--- config.mk ---
export PLATFORM = sky130hd
export DESIGN_NAME = branch_resolve_flat
export DESIGN_NICKNAME = d
export VERILOG_FILES = /design/src/rtl/branch_resolve_pkg.sv /design/src/rtl/branch_resolve_if.sv /design/src/rtl/branch_resolve_bp_meta_stage.sv /design/src/rtl/branch_resolve.sv /design/src/flat_wrapper.sv
export SDC_FILE = /design/constraint.sdc
export NUM_CORES = 1
export LEC_CHECK = 0
export CORE_AREA = 5 5 122 170
export DETAILED_ROUTE_END_ITERATION = 6
export DIE_AREA = 0 0 127 175
export GPL_TIMING_DRIVEN = 0
export HOLD_SLACK_MARGIN = 0.1
export PLACE_DENSITY = 0.68
export SYNTH_ARGS = -nofsm -noshare
export SYNTH_HDL_FRONTEND = slang
export SYNTH_SLANG_ARGS = --single-unit
--- constraint.sdc ---
create_clock -name clk -period 7 [get_ports clk]
set_input_delay 0.7 -clock clk [delete_from_list [all_inputs] [get_ports clk]]
set_output_delay 0.7 -clock clk [all_outputs]
set_load 0.1 [all_outputs]
--- src/rtl/branch_resolve_pkg.sv ---
`default_nettype none
// ============================================================================
//  Module      : branch_pkg
//  Description : Shared types and constants for the branch-resolution slice.
//                It holds the widths that must match the gshare predictor,
//                the per-instruction prediction metadata record, and the
//                predictor's counter reset value.
//  Revision    : 1.0 - initial release
// ============================================================================
package branch_pkg;

    localparam int XLEN      = 32;
    localparam int PHT_IDX_W = 8;

    // PHT entries come out of reset weakly not-taken.
    localparam logic [1:0] PHT_RESET_CNT = 2'b01;

    // Prediction metadata that travels with an instruction from IF to EX.
    typedef struct packed {
        logic                 valid;
        logic [XLEN-1:0]      pc;
        logic                 pred_taken;
        logic [XLEN-1:0]      pred_target;
        logic [PHT_IDX_W-1:0] pht_idx;
    } bp_meta_t;

    // Fall-through address; wraps modulo 2^XLEN.
    function automatic logic [XLEN-1:0] seq_next_pc(input logic [XLEN-1:0] pc);
        return pc + XLEN'(4);
    endfunction

endpackage
`default_nettype wire

--- src/rtl/branch_resolve_if.sv ---
`default_nettype none
// ============================================================================
//  Module      : branch_resolve_if
//  Description : Signal bundle between the pipeline and branch_resolve.
//                master : pipeline side (drives IF/EX inputs and stall)
//                slave  : branch_resolve side (drives training, redirect,
//                         flush and performance counters)
//  Revision    : 1.0 - initial release
// ============================================================================
interface branch_resolve_if #(
    parameter int XLEN      = branch_pkg::XLEN,
    parameter int PHT_IDX_W = branch_pkg::PHT_IDX_W,
    parameter int CNT_W     = 32
);
    // IF side
    logic                 if_valid;
    logic [XLEN-1:0]      if_pc;
    logic                 if_pred_taken;
    logic [XLEN-1:0]      if_pred_target;
    logic [PHT_IDX_W-1:0] if_pht_idx;
    // pipeline control
    logic                 stall;
    // EX side
    logic                 ex_is_cond;
    logic                 ex_is_jump;
    logic                 ex_cond_taken;
    logic [XLEN-1:0]      ex_target;
    // results
    logic                 ex_update_en;
    logic                 ex_actual_taken;
    logic [PHT_IDX_W-1:0] pht_idx_ex;
    logic                 redirect_valid;
    logic [XLEN-1:0]      redirect_pc;
    logic                 flush;
    logic [CNT_W-1:0]     perf_branches;
    logic [CNT_W-1:0]     perf_mispred;

    modport master (
        output if_valid, if_pc, if_pred_taken, if_pred_target, if_pht_idx,
        output stall,
        output ex_is_cond, ex_is_jump, ex_cond_taken, ex_target,
        input  ex_update_en, ex_actual_taken, pht_idx_ex,
        input  redirect_valid, redirect_pc, flush,
        input  perf_branches, perf_mispred
    );

    modport slave (
        input  if_valid, if_pc, if_pred_taken, if_pred_target, if_pht_idx,
        input  stall,
        input  ex_is_cond, ex_is_jump, ex_cond_taken, ex_target,
        output ex_update_en, ex_actual_taken, pht_idx_ex,
        output redirect_valid, redirect_pc, flush,
        output perf_branches, perf_mispred
    );
endinterface
`default_nettype wire

--- src/rtl/branch_resolve_bp_meta_stage.sv ---
`default_nettype none
// ============================================================================
//  Module      : bp_meta_stage
//  Description : One pipeline register of prediction metadata.
//                clk, rst (async, active-high)
//                stall : hold the current contents
//                flush : capture, but mark the captured entry invalid
//                d / q : metadata in / out
//  Revision    : 1.0 - initial release
// ============================================================================
module bp_meta_stage
    import branch_pkg::*;
(
    input  wire logic     clk,
    input  wire logic     rst,
    input  wire logic     stall,
    input  wire logic     flush,
    input  wire bp_meta_t d,
    output bp_meta_t      q
);

    bp_meta_t next_q;

    always_comb begin
        next_q       = d;
        next_q.valid = d.valid & ~flush;
    end

    always_ff @(posedge clk or posedge rst) begin
        if (rst) begin
            q <= '0;
        end else if (!stall) begin
            q <= next_q;
        end
    end

endmodule
`default_nettype wire

--- src/rtl/branch_resolve.sv ---
`default_nettype none
// ============================================================================
//  Module      : branch_resolve
//  Description : EX-side partner of the gshare predictor. Carries prediction
//                metadata IF -> ID -> EX, compares it with the real outcome
//                in EX, drives the PHT/GHR training port and raises the
//                front-end redirect plus the IF/ID flush on a mispredict.
//  Ports       : clk, rst (async, active-high), bus (branch_resolve_if.slave)
//  Options     : BRANCH_PERF_EN - adds saturating resolved-branch and
//                mispredict counters; otherwise perf outputs read 0.
//  Note        : XLEN / PHT_IDX_W must equal the branch_pkg values, since
//                the metadata record is sized by the package.
//  Revision    : 1.0 - initial release
// ============================================================================
module branch_resolve #(
    parameter int XLEN      = branch_pkg::XLEN,
    parameter int PHT_IDX_W = branch_pkg::PHT_IDX_W,
    parameter int CNT_W     = 32
) (
    input  wire logic        clk,
    input  wire logic        rst,
    branch_resolve_if.slave  bus
);
    import branch_pkg::*;

    bp_meta_t if_meta;
    bp_meta_t id_meta;
    bp_meta_t ex_meta;

    logic            ex_fire;
    logic            actual_taken;
    logic            mispredict;
    logic            redirect;
    logic [XLEN-1:0] correct_pc;

    assign if_meta = '{
        valid:       bus.if_valid,
        pc:          bus.if_pc,
        pred_taken:  bus.if_pred_taken,
        pred_target: bus.if_pred_target,
        pht_idx:     bus.if_pht_idx
    };

    // ID kills what IF hands over on a redirect; EX kills the entry leaving
    // ID. Both therefore read as invalid the cycle after a redirect.
    bp_meta_stage u_id_stage (
        .clk   (clk),
        .rst   (rst),
        .stall (bus.stall),
        .flush (redirect),
        .d     (if_meta),
        .q     (id_meta)
    );

    bp_meta_stage u_ex_stage (
        .clk   (clk),
        .rst   (rst),
        .stall (bus.stall),
        .flush (redirect),
        .d     (id_meta),
        .q     (ex_meta)
    );

    // Qualifying with ~stall makes a held branch act only in its first
    // unstalled cycle; the stage then advances, so it cannot act again.
    assign ex_fire      = ex_meta.valid & ~bus.stall;
    assign actual_taken = bus.ex_is_jump | (bus.ex_is_cond & bus.ex_cond_taken);

    // Taken-vs-taken still mispredicts when the predicted target is wrong.
    assign mispredict = (actual_taken != ex_meta.pred_taken) |
                        (actual_taken & ex_meta.pred_taken &
                         (bus.ex_target != ex_meta.pred_target));

    assign correct_pc = actual_taken ? bus.ex_target : seq_next_pc(ex_meta.pc);
    assign redirect   = ex_fire & mispredict;

    // Only conditional branches train; jumps would pollute the GHR/PHT.
    assign bus.ex_update_en    = ex_fire & bus.ex_is_cond;
    assign bus.ex_actual_taken = ex_meta.valid & actual_taken;
    assign bus.pht_idx_ex      = ex_meta.valid ? ex_meta.pht_idx : '0;
    assign bus.redirect_valid  = redirect;
    assign bus.flush           = redirect;
    assign bus.redirect_pc     = ex_meta.valid ? correct_pc : '0;

`ifdef BRANCH_PERF_EN
    logic [CNT_W-1:0] branch_cnt;
    logic [CNT_W-1:0] mispred_cnt;

    always_ff @(posedge clk or posedge rst) begin
        if (rst) begin
            branch_cnt  <= '0;
            mispred_cnt <= '0;
        end else begin
            if (bus.ex_update_en && (branch_cnt != {CNT_W{1'b1}})) begin
                branch_cnt <= branch_cnt + CNT_W'(1);
            end
            if (redirect && (mispred_cnt != {CNT_W{1'b1}})) begin
                mispred_cnt <= mispred_cnt + CNT_W'(1);
            end
        end
    end

    assign bus.perf_branches = branch_cnt;
    assign bus.perf_mispred  = mispred_cnt;
`else
    assign bus.perf_branches = {CNT_W{1'b0}};
    assign bus.perf_mispred  = {CNT_W{1'b0}};
`endif

endmodule
`default_nettype wire

--- src/flat_wrapper.sv ---
// flat-port wrapper written by rule: the top's interface ports become plain ports
module branch_resolve_flat import branch_pkg::*;
#(
    parameter int XLEN      = branch_pkg::XLEN,
    parameter int PHT_IDX_W = branch_pkg::PHT_IDX_W,
    parameter int CNT_W     = 32
)
  (clk, rst, bus_if_valid, bus_if_pc, bus_if_pred_taken, bus_if_pred_target, bus_if_pht_idx, bus_stall, bus_ex_is_cond, bus_ex_is_jump, bus_ex_cond_taken, bus_ex_target, bus_ex_update_en, bus_ex_actual_taken, bus_pht_idx_ex, bus_redirect_valid, bus_redirect_pc, bus_flush, bus_perf_branches, bus_perf_mispred);
  branch_resolve_if #(.XLEN(XLEN), .PHT_IDX_W(PHT_IDX_W), .CNT_W(CNT_W)) bus_i ();
  input  wire logic clk;
  input  wire logic rst;
  input wire logic [$bits(bus_i.if_valid)-1:0] bus_if_valid;
  input wire logic [$bits(bus_i.if_pc)-1:0] bus_if_pc;
  input wire logic [$bits(bus_i.if_pred_taken)-1:0] bus_if_pred_taken;
  input wire logic [$bits(bus_i.if_pred_target)-1:0] bus_if_pred_target;
  input wire logic [$bits(bus_i.if_pht_idx)-1:0] bus_if_pht_idx;
  input wire logic [$bits(bus_i.stall)-1:0] bus_stall;
  input wire logic [$bits(bus_i.ex_is_cond)-1:0] bus_ex_is_cond;
  input wire logic [$bits(bus_i.ex_is_jump)-1:0] bus_ex_is_jump;
  input wire logic [$bits(bus_i.ex_cond_taken)-1:0] bus_ex_cond_taken;
  input wire logic [$bits(bus_i.ex_target)-1:0] bus_ex_target;
  output wire logic [$bits(bus_i.ex_update_en)-1:0] bus_ex_update_en;
  output wire logic [$bits(bus_i.ex_actual_taken)-1:0] bus_ex_actual_taken;
  output wire logic [$bits(bus_i.pht_idx_ex)-1:0] bus_pht_idx_ex;
  output wire logic [$bits(bus_i.redirect_valid)-1:0] bus_redirect_valid;
  output wire logic [$bits(bus_i.redirect_pc)-1:0] bus_redirect_pc;
  output wire logic [$bits(bus_i.flush)-1:0] bus_flush;
  output wire logic [$bits(bus_i.perf_branches)-1:0] bus_perf_branches;
  output wire logic [$bits(bus_i.perf_mispred)-1:0] bus_perf_mispred;
  assign bus_i.if_valid = bus_if_valid;
  assign bus_i.if_pc = bus_if_pc;
  assign bus_i.if_pred_taken = bus_if_pred_taken;
  assign bus_i.if_pred_target = bus_if_pred_target;
  assign bus_i.if_pht_idx = bus_if_pht_idx;
  assign bus_i.stall = bus_stall;
  assign bus_i.ex_is_cond = bus_ex_is_cond;
  assign bus_i.ex_is_jump = bus_ex_is_jump;
  assign bus_i.ex_cond_taken = bus_ex_cond_taken;
  assign bus_i.ex_target = bus_ex_target;
  assign bus_ex_update_en = bus_i.ex_update_en;
  assign bus_ex_actual_taken = bus_i.ex_actual_taken;
  assign bus_pht_idx_ex = bus_i.pht_idx_ex;
  assign bus_redirect_valid = bus_i.redirect_valid;
  assign bus_redirect_pc = bus_i.redirect_pc;
  assign bus_flush = bus_i.flush;
  assign bus_perf_branches = bus_i.perf_branches;
  assign bus_perf_mispred = bus_i.perf_mispred;
  branch_resolve #(.XLEN(XLEN), .PHT_IDX_W(PHT_IDX_W), .CNT_W(CNT_W)) u_core (.clk(clk), .rst(rst), .bus(bus_i));
endmodule
* Word level (Yosys, flattened, before mapping)
Index checks and enable logic that the tools add are counted.
** Storage, ports and cells
- Output and inout bits :: 108
- Logic and storage cells :: 29
- Bits of input ports :: 112
- Bits in registers :: 148
** Operators by class
- Bitwise operators :: 13
- $add $sub $neg :: 1
- Muxes and demuxes :: 3
- Equal/unequal tests :: 2
** Operator list (number)
- $mux 32 :: 2
- $add 32x3->32 const B :: 1
- $ne 32x32->1 :: 1
- $and 1x1->1 :: 9
- $mux 8 :: 1
- $not 1->1 :: 2
- $or 1x1->1 :: 2
- $ne 1x1->1 :: 1

* Depth between registers and ports, before layout
Gate-level depths: netlist of the first run.
- Depth after elaboration :: 8
- Mapped depth :: 6
- Gate-level depth less buffers :: 6

* Modules after synthesis
Synthesis of the first run repeated with hierarchy kept, for this count alone.
** Unflattened totals
- Cells, all modules :: 595
- Area, all modules :: 7768.7 µm²
** By module, submodules not included
- bp_meta_stage :: seq. area each 1851.8 µm², instances 2, cells an instance 159, area an instance 2954.1 µm²
- branch_resolve :: seq. area each 0.0 µm², instances 1, cells an instance 277, area an instance 1860.5 µm²

* Worst setup path before layout of the first run
Ideal clock, no wire load.
- Path type :: input to output
- From :: in bus_ex_is_cond
- To :: out bus_redirect_pc[7]
- Buffers on the path :: 1
- Arrival :: 3721 ps
- Required time :: 6300 ps
- Path slack :: 2579 ps
- Stages :: 4
- Cells stage by stage :: a21oi_1 -> clkbuf_1 -> nor2_1 -> a311oi_1
** Between the ends
- Word-level cells in the longest chain between the ends :: 4
** Ends and longest elaborated chain
- start, declared :: RTL line flat_wrapper.sv:18 : input wire logic [$bits(bus_i.ex_is_cond)-1:0] bus_ex_is_cond;
- $and 1x1->1 :: RTL line branch_resolve.sv:67 : assign actual_taken = bus.ex_is_jump | (bus.ex_is_cond & bus.ex_cond_taken);
- $or 1x1->1 :: RTL line branch_resolve.sv:67
- $mux 32 :: RTL line branch_resolve.sv:74 : assign correct_pc = actual_taken ? bus.ex_target : seq_next_pc(ex_meta.pc);
- $mux 32 :: RTL line branch_resolve.sv:83 : assign bus.redirect_pc = ex_meta.valid ? correct_pc : '0;
- end, declared :: RTL line flat_wrapper.sv:26 : output wire logic [$bits(bus_i.redirect_pc)-1:0] bus_redirect_pc;
Every way passes these cells.

* Worst setup path in the final report of the first run
- From :: in bus_ex_is_cond
- To :: out bus_redirect_pc[15]
Same word-level chain as after synthesis.

==> flow_summary.yaml, run 1 <==
synthesis:
  ys_seq_area_share_pct: 49.93
  netlist_instances: 610
  synth.distinct_cells: 35
  synth-seq-cells: 148
  avgSynthCellArea_sq_um: 12.16
  synth_area_sq_um: 7417
  synth-warning-count: 0
grt:
  grt_pass1_vias: 5462
  grt_pass1_wl_um: 30620
  grt_overflow_total: 0
  antenna_found_initial: 1
  grtUsageTotal_pct: 17.96
  grt_max_degree: 98
floorplanning:
  num_rows: 60
  io_pins: 220
  core_sq_um: 19070
  die_w_um: 127
  die_y_um: 175
  start_util_pct: 38.90
  die_area_sq_um: 22230
min_path:
  hp-class: "reg2reg"
  holdPathEnd: "u_core.u_ex_stage.q[5]"
  min_from: "u_core.u_ex_stage.q[5]"
  holdPathStages: 1
finish:
  final_cell_mix: "clkdlybuf4s50_1 (154), dfrtp_1 (148), mux2_2 (146)"
  area_growth_pct: 36.74
  mostFrequentLayoutCell: "clkdlybuf4s50_1"
  drive_gt1_share_pct: 30.47
  nets: 961
  utilization_pct: 53.19
timing:
  rsz0062_at_grt: "false"
  min_period_ps: 4443
  slew_headroom_pct: 29.88
  post-route-period-util_pct: 63.48
  fmax_ghz: 0.2251
  setup_viol: 0
  slew_violations: 0
  final-hold-violation-count: 0
  tightest_slew_ps: 1048
  setup-tns-final_ps: 0
  fin_worst_skew_ps: 8.374
cts:
  cts_resized: 0
  clk_pin_slew_ps: 60
  htree_levels: 4
  clk_latency_ps: 420
  cts_tree: "yes"
  cts.sinks: 148
  root_buffer: "clkbuf_16"
  postCtsSetupRepairBufs: 0
  cts_max_path_buffers: 2
  cts_buffers: 17
  cts_hold_buf: 0
critical_path:
  worstPathMaxFanout: 10
  start_kind: "primary input"
  r2r_cells: 5
  r2r_end: "u_core.u_id_stage.q[73]"
  crit_slowest_cell: "clkdlybuf4s50_1"
  arrival_ps: 3740
  r2r_slack_ps: 5320
  r2r-start: "u_core.u_ex_stage.q[31]"
  critPathKind: "in2out"
  path_common_cell: "clkdlybuf4s50_1"
  cp_slowest_stage_delay_ps: 1210
  worst_setup_path_end_kind: "output pin"
  cp_cell_sequence: "clkdlybuf4s50_1, a21oi_1, clkbuf_1, nor2_1, a211oi_1, clkdlybuf4s50_1"
  worstPathRequired_ps: 6300
flow_run:
  cap_violations: 0
route:
  dr.first_iter.drc_count: 231
  ant_nets: 0
  first_pass_iters: 5
  wirelength_um: 19690
  wire_per_inst_um: 17.76
  vias_per_cell: 4.705
  drc_errors: 0
  vias: 5218
power:
  cellPowerDensity_nw_per_um2: 305.0
  p_leak_nw: 4.221
  max-vdd-ir-drop_mv: 0.1698
placed_design:
  place.gp.congestion: 0.8359
  hpwl_um: 15440
  io_buffers: 154
run_status:
  status: "finished clean"
==> worst max path at each step <==
stage	to	startpoint	depth (start not counted)	slack, ps
floorplan	u_core.u_ex_stage.q[0]	rst	1	2320
global placement	u_core.u_ex_stage.q[2]	rst	2	210
detailed placement	bus_redirect_pc[9]	bus_ex_is_cond	6	2540
CTS	bus_redirect_pc[9]	bus_ex_is_cond	6	2540
global route	bus_redirect_pc[12]	bus_ex_is_cond	6	2360
finish	bus_redirect_pc[15]	bus_ex_is_cond	6	2560
==> logic make-up (layout without fill, tap and decap cells) <==
group	after synthesis	in the layout	share of synthesized area (%)
buf+inv	99	286	8.502
xor+xnor	59	59	6.967
other cells	1	65	0.05056
flops	148	148	49.93
mux	146	146	22.17
compound gates	58	58	4.403
simple gates	97	97	7.642
fa+ha+maj	2	2	0.3373
==> flip-flops by register name (all words and copies together), names as in the netlist <==
signal	flops
u_core.u_id_stage.q	74
u_core.u_ex_stage.q	74
==> critical path: cells and delay by family <==
kind	cells	cell delay [ps]
AOI/OAI and AO/OA	2	800
and+or+nand+nor	1	90
buffers and inverters	3	2130
==> where the power goes <==
group          switching, W  leakage, nW  total, W  internal [W]
registers         0.0000874         1.73   0.00105      0.000965
logic              0.000779         2.20   0.00111      0.000336
clock network      0.000376        0.288  0.000927      0.000551
total               0.00124         4.22   0.00309       0.00185
==> cell usage after synthesis (all sizes together) <==
cell	instances	area [sq um]
nor3b	1	7.510
a21oi	24	120.1
and2	8	50.05
or3	1	6.260
xor2	6	52.55
ha	2	25.02
a21boi	1	7.510
mux2	146	1644
and3	2	12.51
and4	4	36.29
a311oi	1	8.760
nand3	11	80.07
dfrtp	148	3704
nor3	8	40.04
conb	1	3.750
a211oi	8	60.06
nor2	22	82.58
o21ai	21	105.1
a22oi	1	7.510
o21ba	1	10.01
nand4	14	102.6
o211ai	1	7.510
nor4	5	67.56
buf	75	540.5
xnor2	53	464.2
nand2b	1	6.260
inv	5	18.77
nand2	20	75.07
clkbuf	19	71.32
==> metrics by stage <==
stage                     instances  power (W)  worst slack (ps)  hold slack (ps)  instance area, sq um
after floorplan                 673   0.001894              2320            470.6                  7654
after global placement         1075   0.002170             212.2            480.9                  9505
after detailed placement       1076   0.002181              2542            485.5                  9538
after CTS                      1108   0.003117              2538            499.2                 10140
after global routing           1109   0.003217              2358            514.7                 10140
final                          1109   0.003093              2557            495.3                 10140
==> per-layer routing <==
metal,up-vias,share of wire (%),GRT usage [%]
li1,2470,-,-
met1,2522,39,21.62
met2,200,51,30.57
met3,26,7.7,4.251
met4,0,2.3,7.692
met5,-,0,0
==> cell type report <==
class	count	area, sq um
buffer	94	611.8
timing repair buffer	155	1569
inverter	5	23.77
sequential	148	3704
clock buffer	20	456.7
tap	248	310.3
antenna	1	2.502
fill	1716	8926
clock inverter	12	145.1
multi-input combinational	426	3319
Note: power is estimated with default switching activity, not from simulation.
==> run 2: changes to the inputs <==
==> constraint.sdc (replaced) <==
create_clock -name clk -period 4.4 [get_ports clk]
set_input_delay 0.44 -clock clk [delete_from_list [all_inputs] [get_ports clk]]
set_output_delay 0.44 -clock clk [all_outputs]
set_load 0.1 [all_outputs]
==> flow_summary.yaml, run 2 (same netlist as run 1, synthesis figures left out) <==
route:
  vias: 5163
  wirelength_um: 19760
  first_pass_iters: 5
  drc_errors: 0
  dr.first_iter.drc_count: 247
  vias_per_cell: 4.647
  wire_per_inst_um: 17.78
  ant_nets: 0
placed_design:
  place_area_sq_um: 9569
  place.gp.congestion: 0.8117
  hpwl_um: 15600
  pre_cts_slack_ps: 375.2
  io_buffers: 154
grt:
  grt_max_degree: 43
  grtUsageTotal_pct: 17.88
  grt_pass1_vias: 5390
  grt_overflow_total: 0
  antenna_found_initial: 1
  grt_pass1_wl_um: 30480
critical_path:
  crit_family: "buffers and inverters"
  crit_slowest_cell: "clkdlybuf4s50_1"
  cp_slowest_stage_delay_ps: 1210
  start_kind: "primary input"
  arrival_ps: 3590
  worst_setup_path_end_kind: "output pin"
  critPathKind: "in2out"
  cp_cell_sequence: "clkdlybuf4s50_1, a21oi_1, clkbuf_1, nor2_1, a211oi_1, clkdlybuf4s50_1"
  path_common_cell: "clkdlybuf4s50_1"
  crit_buf_inv: 3
  worstPathRequired_ps: 3960
  worstPathMaxFanout: 10
floorplanning:
  die_area_sq_um: 22230
  io_pins: 220
  core_sq_um: 19070
  start_util_pct: 38.90
  die_y_um: 175
  die_w_um: 127
  num_rows: 60
timing:
  slew_headroom_pct: 31.33
  setup-tns-final_ps: 0
  min_period_ps: 4027
  hold_slack_ps: 446.8
  tightest_slew_ps: 1027
  post-route-period-util_pct: 91.53
  rsz0062_at_grt: "false"
  setup_ws_ps: 372.7
  final-hold-violation-count: 0
  fmax_ghz: 0.2483
  fin_worst_skew_ps: 11.68
  slew_violations: 0
  setup_viol: 0
cts:
  postCtsSetupRepairBufs: 0
  clk_pin_slew_ps: 70
  clk_latency_ps: 420
  cts_max_path_buffers: 2
  htree_levels: 4
  cts_buffers: 17
  cts_resized: 0
  cts_hold_buf: 0
  cts.sinks: 148
  root_buffer: "clkbuf_16"
  cts_tree: "yes"
finish:
  top_regs: "u_core.u_ex_stage.q x74, u_core.u_id_stage.q x74"
  drive_gt1_share_pct: 30.74
  area_growth_pct: 37.60
  nets: 963
  final_cell_mix: "clkdlybuf4s50_1 (154), dfrtp_1 (148), mux2_2 (146)"
  mostFrequentLayoutCell: "clkdlybuf4s50_1"
  final_cell_area_sq_um: 10210
run_status:
  status: "finished clean"
power:
  max-vdd-ir-drop_mv: 0.4274
  p_sw_share_pct: 39.45
  p_leak_nw: 4.246
  pwr-share-seq_pct: 33.5
  pwr-share-comb_pct: 35.6
  p_clk_share_pct: 30.8
  switchingPower_w: 0.001968
  cellPowerDensity_nw_per_um2: 488.8
  p_int_w: 0.003021
flow_run:
  cap_violations: 0
min_path:
  hp-class: "in2async"
run 2: cell count changes in the layout (fill, tap and decap cells not counted), sizes merged:
cell,before,now
buf,76,78
bufinv,2,3
clkinv,5,2
clkinvlp,2,4
run 2: worst paths after layout:
kind	depth (start not counted)	startpoint	slack, ps	end
setup / recovery	6	bus_ex_is_cond	370	bus_redirect_pc[9]
hold / removal	2	rst	450	u_core.u_id_stage.q[44]
setup reg to reg	5	u_core.u_ex_stage.q[31]	2660	u_core.u_id_stage.q[73]
hold reg to reg	1	u_core.u_ex_stage.q[6]	500	u_core.u_ex_stage.q[6]
max in group asynchronous	4	rst	3060	u_core.u_ex_stage.q[3]
min in group clk	1	u_core.u_ex_stage.q[6]	500	u_core.u_ex_stage.q[6]
run 2: routing by layer:
metal  share of wire [%]  wire (um)  track usage [%]
met4                 1.6        311            6.261
met2                  51      10120            30.96
met1                  40       7992            22.08
met3                 6.8       1334            3.547
met5                   0          0                0
run 2: layout make-up:
cell class / count / area [sq um]
Antenna cell: 1 / 2.502
Buffer: 94 / 611.8
Clock buffer: 20 / 466.7
Clock inverter: 12 / 167.7
Fill cell: 1743 / 8862
Inverter: 5 / 22.52
Multi-Input combinational cell: 426 / 3319
Sequential cell: 148 / 3704
Tap cell: 248 / 310.3
Timing Repair Buffer: 157 / 1602
run 2: through the flow:
step | std cells | utilization (%) | power [W]
3_5_place_dp | 1078 | 50.18 | 0.003473
2_1_floorplan | 673 | - | 0.003014
3_3_place_gp | 1075 | 49.87 | 0.003452
6_report | 1111 | 53.52 | 0.004989
5_1_grt | 1111 | 53.52 | 0.005173
4_1_cts | 1110 | 53.51 | 0.005027
run 2: power by group through the flow:
stage          Clock [W]  Sequential [W]  Combinational [W]
2_1_floorplan          0         0.00165            0.00136
3_3_place_gp           0         0.00169            0.00176
3_5_place_dp           0         0.00169            0.00178
4_1_cts          0.00157         0.00167            0.00179
5_1_grt          0.00162         0.00170            0.00185
6_report         0.00154         0.00167            0.00178
==> run 3: changes to the inputs <==
--- a/config.mk
+++ b/config.mk
@@ -6,6 +6,7 @@
 export NUM_CORES = 1
 export LEC_CHECK = 0
 export CORE_AREA = 5 5 122 170
+export CTS_BUF_LIST = sky130_fd_sc_hd__clkbuf_8
 export DETAILED_ROUTE_END_ITERATION = 6
 export DIE_AREA = 0 0 127 175
 export GPL_TIMING_DRIVEN = 0
==> flow_summary.yaml, run 3 (same netlist as run 1, synthesis figures left out) <==
grt:
  use_met1_pct: 21.76
  grt_pass1_wl_um: 30460
  use_met3_pct: 4.098
  use_met2_pct: 31.16
  grt_overflow_total: 0
  grt_busiest_layer: "met2"
  grtUsageTotal_pct: 17.87
  grt_pass1_vias: 5379
  grt_max_degree: 43
  antenna_found_initial: 1
floorplanning:
  die_area_sq_um: 22230
  io_pins: 220
  die_y_um: 175
  core_sq_um: 19070
  start_util_pct: 38.90
  num_rows: 60
  die_w_um: 127
critical_path:
  critPathKind: "in2out"
  path_common_cell: "clkdlybuf4s50_1"
  crit_slowest_cell: "clkdlybuf4s50_1"
  worst_setup_path_end_kind: "output pin"
  start_kind: "primary input"
  worstPathMaxFanout: 10
  cp_slowest_stage_delay_ps: 1210
  worstPathRequired_ps: 3960
  cp_cell_sequence: "clkdlybuf4s50_1, a21oi_1, clkbuf_1, nor2_1, a211oi_1, clkdlybuf4s50_1"
  crit_family: "buffers and inverters"
  crit_buf_inv: 3
  arrival_ps: 3570
power:
  switchingPower_w: 0.001925
  p_sw_share_pct: 41.74
  pwr-share-comb_pct: 38.5
  pwr-share-seq_pct: 36.2
  p_int_w: 0.002686
  p_leak_nw: 4.159
  p_clk_share_pct: 25.3
  cellPowerDensity_nw_per_um2: 460.4
  max-vdd-ir-drop_mv: 0.3966
timing:
  post-route-period-util_pct: 91.17
  min_period_ps: 4011
  setup_ws_ps: 388.6
  setup_viol: 0
  slew_headroom_pct: 31.46
  slew_violations: 0
  tightest_slew_ps: 1025
  fmax_ghz: 0.2493
  fin_worst_skew_ps: 14.25
  rsz0062_at_grt: "false"
  setup-tns-final_ps: 0
  final-hold-violation-count: 0
min_path:
  hp-class: "in2async"
route:
  ant_nets: 0
  wire_per_inst_um: 17.68
  wirelength_um: 19640
  vias: 5151
  drc_errors: 0
  first_pass_iters: 5
  vias_per_cell: 4.636
  dr.first_iter.drc_count: 207
cts:
  clk_pin_slew_ps: 100
  clk_latency_ps: 450
  cts_max_path_buffers: 2
  cts_resized: 0
  htree_levels: 4
  cts.sinks: 148
  root_buffer: "clkbuf_8"
  cts_buffers: 17
  cts_tree: "yes"
  cts_hold_buf: 0
  postCtsSetupRepairBufs: 0
finish:
  n_fill_cell: 1773
  final_cell_mix: "clkdlybuf4s50_1 (154), dfrtp_1 (148), mux2_2 (146)"
  top_regs: "u_core.u_ex_stage.q x74, u_core.u_id_stage.q x74"
  drive_gt1_share_pct: 30.74
  utilization_pct: 52.52
  nets: 963
  mostFrequentLayoutCell: "clkdlybuf4s50_1"
  fin_cells: 1111
  area_growth_pct: 35.02
  final_cell_area_sq_um: 10010
placed_design:
  place.gp.congestion: 0.8117
  place_area_sq_um: 9569
  hpwl_um: 15600
  placedCellCount: 1078
  pre_cts_slack_ps: 375.2
  io_buffers: 154
run_status:
  status: "finished clean"
flow_run:
  cap_violations: 0
-- run 3: cell types whose count changed in the layout (fill, tap and decap cells not counted) --
| cell | change |
|---|---|
| clkbuf_16 | -17 |
| clkbuf_8 | +17 |
-- run 3: cell type report --
| class | count | area (sq um) | share of cell area, % |
|---|---|---|---|
| Antenna cell | 1 | 2.502 | 0.02499 |
| Buffer | 94 | 611.8 | 6.109 |
| Clock buffer | 20 | 275.3 | 2.749 |
| Clock inverter | 12 | 167.7 | 1.674 |
| Inverter | 5 | 22.52 | 0.2249 |
| Multi-Input combinational cell | 426 | 3319 | 33.15 |
| Sequential cell | 148 | 3704 | 36.98 |
| Tap cell | 248 | 310.3 | 3.098 |
| Timing Repair Buffer | 157 | 1602 | 15.99 |
-- run 3: through the flow --
stage / power, W / hold WS (ps)
after CTS: 0.004646 / 404.4
after floorplan: 0.003014 / 470.6
after global placement: 0.003452 / 480.7
final: 0.004611 / 404.1
after global routing: 0.004790 / 431.4
after detailed placement: 0.003473 / 487.3
-- run 3: final timing paths --
check | startpoint | to | slack (ps) | cells after the start
hold / removal | rst | u_core.u_id_stage.q[44] | 400 | 2
setup / recovery | bus_ex_is_cond | bus_redirect_pc[9] | 390 | 6
min in group clk | u_core.u_id_stage.q[48] | u_core.u_ex_stage.q[48] | 500 | 1
max in group asynchronous | rst | u_core.u_id_stage.q[6] | 3100 | 4
setup reg to reg | u_core.u_ex_stage.q[31] | u_core.u_id_stage.q[73] | 2630 | 5
hold reg to reg | u_core.u_id_stage.q[48] | u_core.u_ex_stage.q[48] | 500 | 1
-- run 3: worst reg2reg max path: stages, from the launching register on --
cell and delay, ps:
dfrtp_1 390, xnor2_1 280, nand4_1 140, nor4_1 390, a21boi_0 250, o21ai_0 230
-- run 3: per-layer routing --
metal,part of all wire [%],up-vias,wire length (um)
met5,0,-,0
met3,6.7,18,1309
li1,-,2459,-
met1,41,2476,7971
met2,51,198,10090
met4,1.4,0,272
-- run 3: power by group through the flow --
stage | clock [W] | sequential [W] | combinational [W]
global placement | 0 | 0.00169 | 0.00176
finish | 0.00117 | 0.00167 | 0.00177
CTS | 0.00119 | 0.00167 | 0.00179
detailed placement | 0 | 0.00169 | 0.00178
global route | 0.00124 | 0.00169 | 0.00185
floorplan | 0 | 0.00165 | 0.00136
==> variant (settings of run 3) <==
Register the output `bus.redirect_pc`, without a reset; this adds one clock of latency there.
--- a/src/rtl/branch_resolve.sv
+++ b/src/rtl/branch_resolve.sv
@@ -82,3 +82,5 @@
     assign bus.flush           = redirect;
-    assign bus.redirect_pc     = ex_meta.valid ? correct_pc : '0;
+    always_ff @(posedge clk) begin
+        bus.redirect_pc <= ex_meta.valid ? correct_pc : '0;
+    end
 
Behaviour: not the same (Yosys sat finds a counterexample within 4 cycles, from zero or initial values and one cycle with rst high).
==> variant against run 3 <==
- final area up 5.7%
- routed wire length is 0.16% higher
- count of clock-buffer cells in the layout fell by 3
- sequential cell count increased by 32
- final cell count grew 3.3%
- largest power group is now sequential cells
- synthesized area rose by 8.0%
- worst hold slack worse by 45 ps
- critical endpoint is now bus_redirect_valid
- power increased by 7.4%
- setup slack got worse by 51 ps
- highest routed layer is now met5
- critical path type unchanged
==> variant: results (changes against run 3) <==
Outcome
  • Status: finished, final reports clean (unchanged)

Synth
  • Synth unique cells: 36 (was 35)
  • Avg Inst Size Synth: 12.4 µm² (was 12.2 µm²)
  • Top cells by area, synth: dfrtp_1 (46%), mux2_2 (21%), dfxtp_1 (8.0%) (was dfrtp_1 (50%), mux2_2 (22%), buf_4 (6.7%))
  • Register area share after synthesis: 0.542 (was 0.499)
  • Yosys top cell by area: dfrtp_1 (unchanged)
  • Async set or reset register ratio after synthesis: 0.822 (was 1.00)
  • Most instantiated cells after synthesis: dfrtp_1 (148), mux2_2 (146), buf_4 (65) (was dfrtp_1 (148), mux2_2 (146), buf_4 (66))

Clocking
  • Post_cts resized: 0 (unchanged)
  • Post-CTS setup buffer count: 0 (unchanged)
  • Clock transition at the registers of the reported paths: 100 ps (about the same)
  • Worst-Skew Late Latency: 470 ps (was 450 ps)

Power
  • Overall Power: 4.95 mW (was 4.61 mW)
  • P_sw: 2.00 mW (was 1.92 mW)
  • Leakage: 4.39 nW (was 4.16 nW)
  • Worst vdd ir: 0.000364 V (was 0.000397 V)
  • Flop pwr share: 0.412 (was 0.362)
  • Combinational power: 1.76 mW

GRT
  • GRT Overall Usage: 0.181 (was 0.179)
  • Vias in the first global route: 5532 (was 5379)
  • Global-route wire length before repair: 30.6 mm (was 30.5 mm)
  • Maximum number of pins on one net before global-route repair: 38 (was 43)

Placement
  • Cells after DPL: 1116 (was 1078)
  • Pre-CTS setup slack: 300 ps (was 375 ps)
  • DP HPWL: 15.5 mm (was 15.6 mm)
  • DP Area: 0.0102 mm² (was 0.00957 mm²)
  • GP Congestion: 0.821 (was 0.812)
  • Port Buf Inserts: 154 (unchanged)

Drt
  • Via Count: 5356 (was 5151)
  • Final wirelength: 19.7 mm (was 19.6 mm)
  • WL/cell: 17.1 µm (was 17.7 µm)
  • Initial DRC count: 197 (was 207)

Layout
  • Ant diodes: 0 (was 1)
  • Final nets: 1001 (was 963)
  • Fill count: 1706 (was 1773)
  • Share of cells above drive strength 1: 0.283 (was 0.307)
  • Largest regs: u_core.u_ex_stage.q (74), u_core.u_id_stage.q (74), u_core.bus.redirect_pc (32) (was u_core.u_ex_stage.q (74), u_core.u_id_stage.q (74))

STA
  • Worst-Margin Slew: 1010 ps (was 1020 ps)
  • Clock skew: 11.4 ps (was 14.3 ps)

Min path
  • Worst min path class: input port to async pin (unchanged)

Critical path
  • CP Data Arrival Time: 3620 ps (was 3570 ps)
  • Crit-path max FO: 7 (was 10)
## variant: critical path: stages
cell             delay (ps)
clkdlybuf4s50_1         410
a21oi_1                 640
inv_1                   330
ha_1                    390
o21ba_2                 180
buf_4                   110
clkdlybuf4s50_1        1120
## variant: layer usage
metal	vias to the layer above	track usage	wire length, µm
li1	2585	-	-
met1	2546	0.225	8090
met2	203	0.306	9660
met3	20	0.0526	1660
met4	2	0.0492	254
met5	-	0	13
## variant: final cells by class
cell class / count / area (µm²) / share of cell area
plain buffers: 95 / 608 / 0.0574
clock inverters: 15 / 170 / 0.0161
well taps: 248 / 310 / 0.0293
flip-flops and latches: 180 / 4340 / 0.410
repair buffers: 158 / 1620 / 0.153
inverters: 10 / 41.3 / 0.00390
clock buffers: 17 / 234 / 0.0221
multi-input cells: 425 / 3260 / 0.308
## variant: cell families after synthesis
family / after synthesis / share of synthesized area
flip-flops: 180 / 0.542
multiplexers: 146 / 0.205
buffers and inverters: 105 / 0.0806
AND/OR/NAND/NOR: 100 / 0.0648
XOR/XNOR: 57 / 0.0623
AO/OA/AOI/OAI: 56 / 0.0411
adder cells (fa/ha/maj): 2 / 0.00312
other: 1 / 0.000468
## variant: worst paths after layout
check / depth (start not counted) / from / slack (ps) / end
setup / recovery: 7 / bus_ex_is_cond / 340 / bus_redirect_valid
hold / removal: 2 / rst / 360 / u_core.u_id_stage.q[55]
setup reg to reg: 6 / u_core.u_ex_stage.q[43] / 2090 / u_core.bus.redirect_pc[20]
hold reg to reg: 1 / u_core.u_ex_stage.q[5] / 500 / u_core.u_ex_stage.q[5]
max in group asynchronous: 5 / rst / 3030 / u_core.u_ex_stage.q[10]
min in group clk: 1 / u_core.u_ex_stage.q[5] / 500 / u_core.u_ex_stage.q[5]
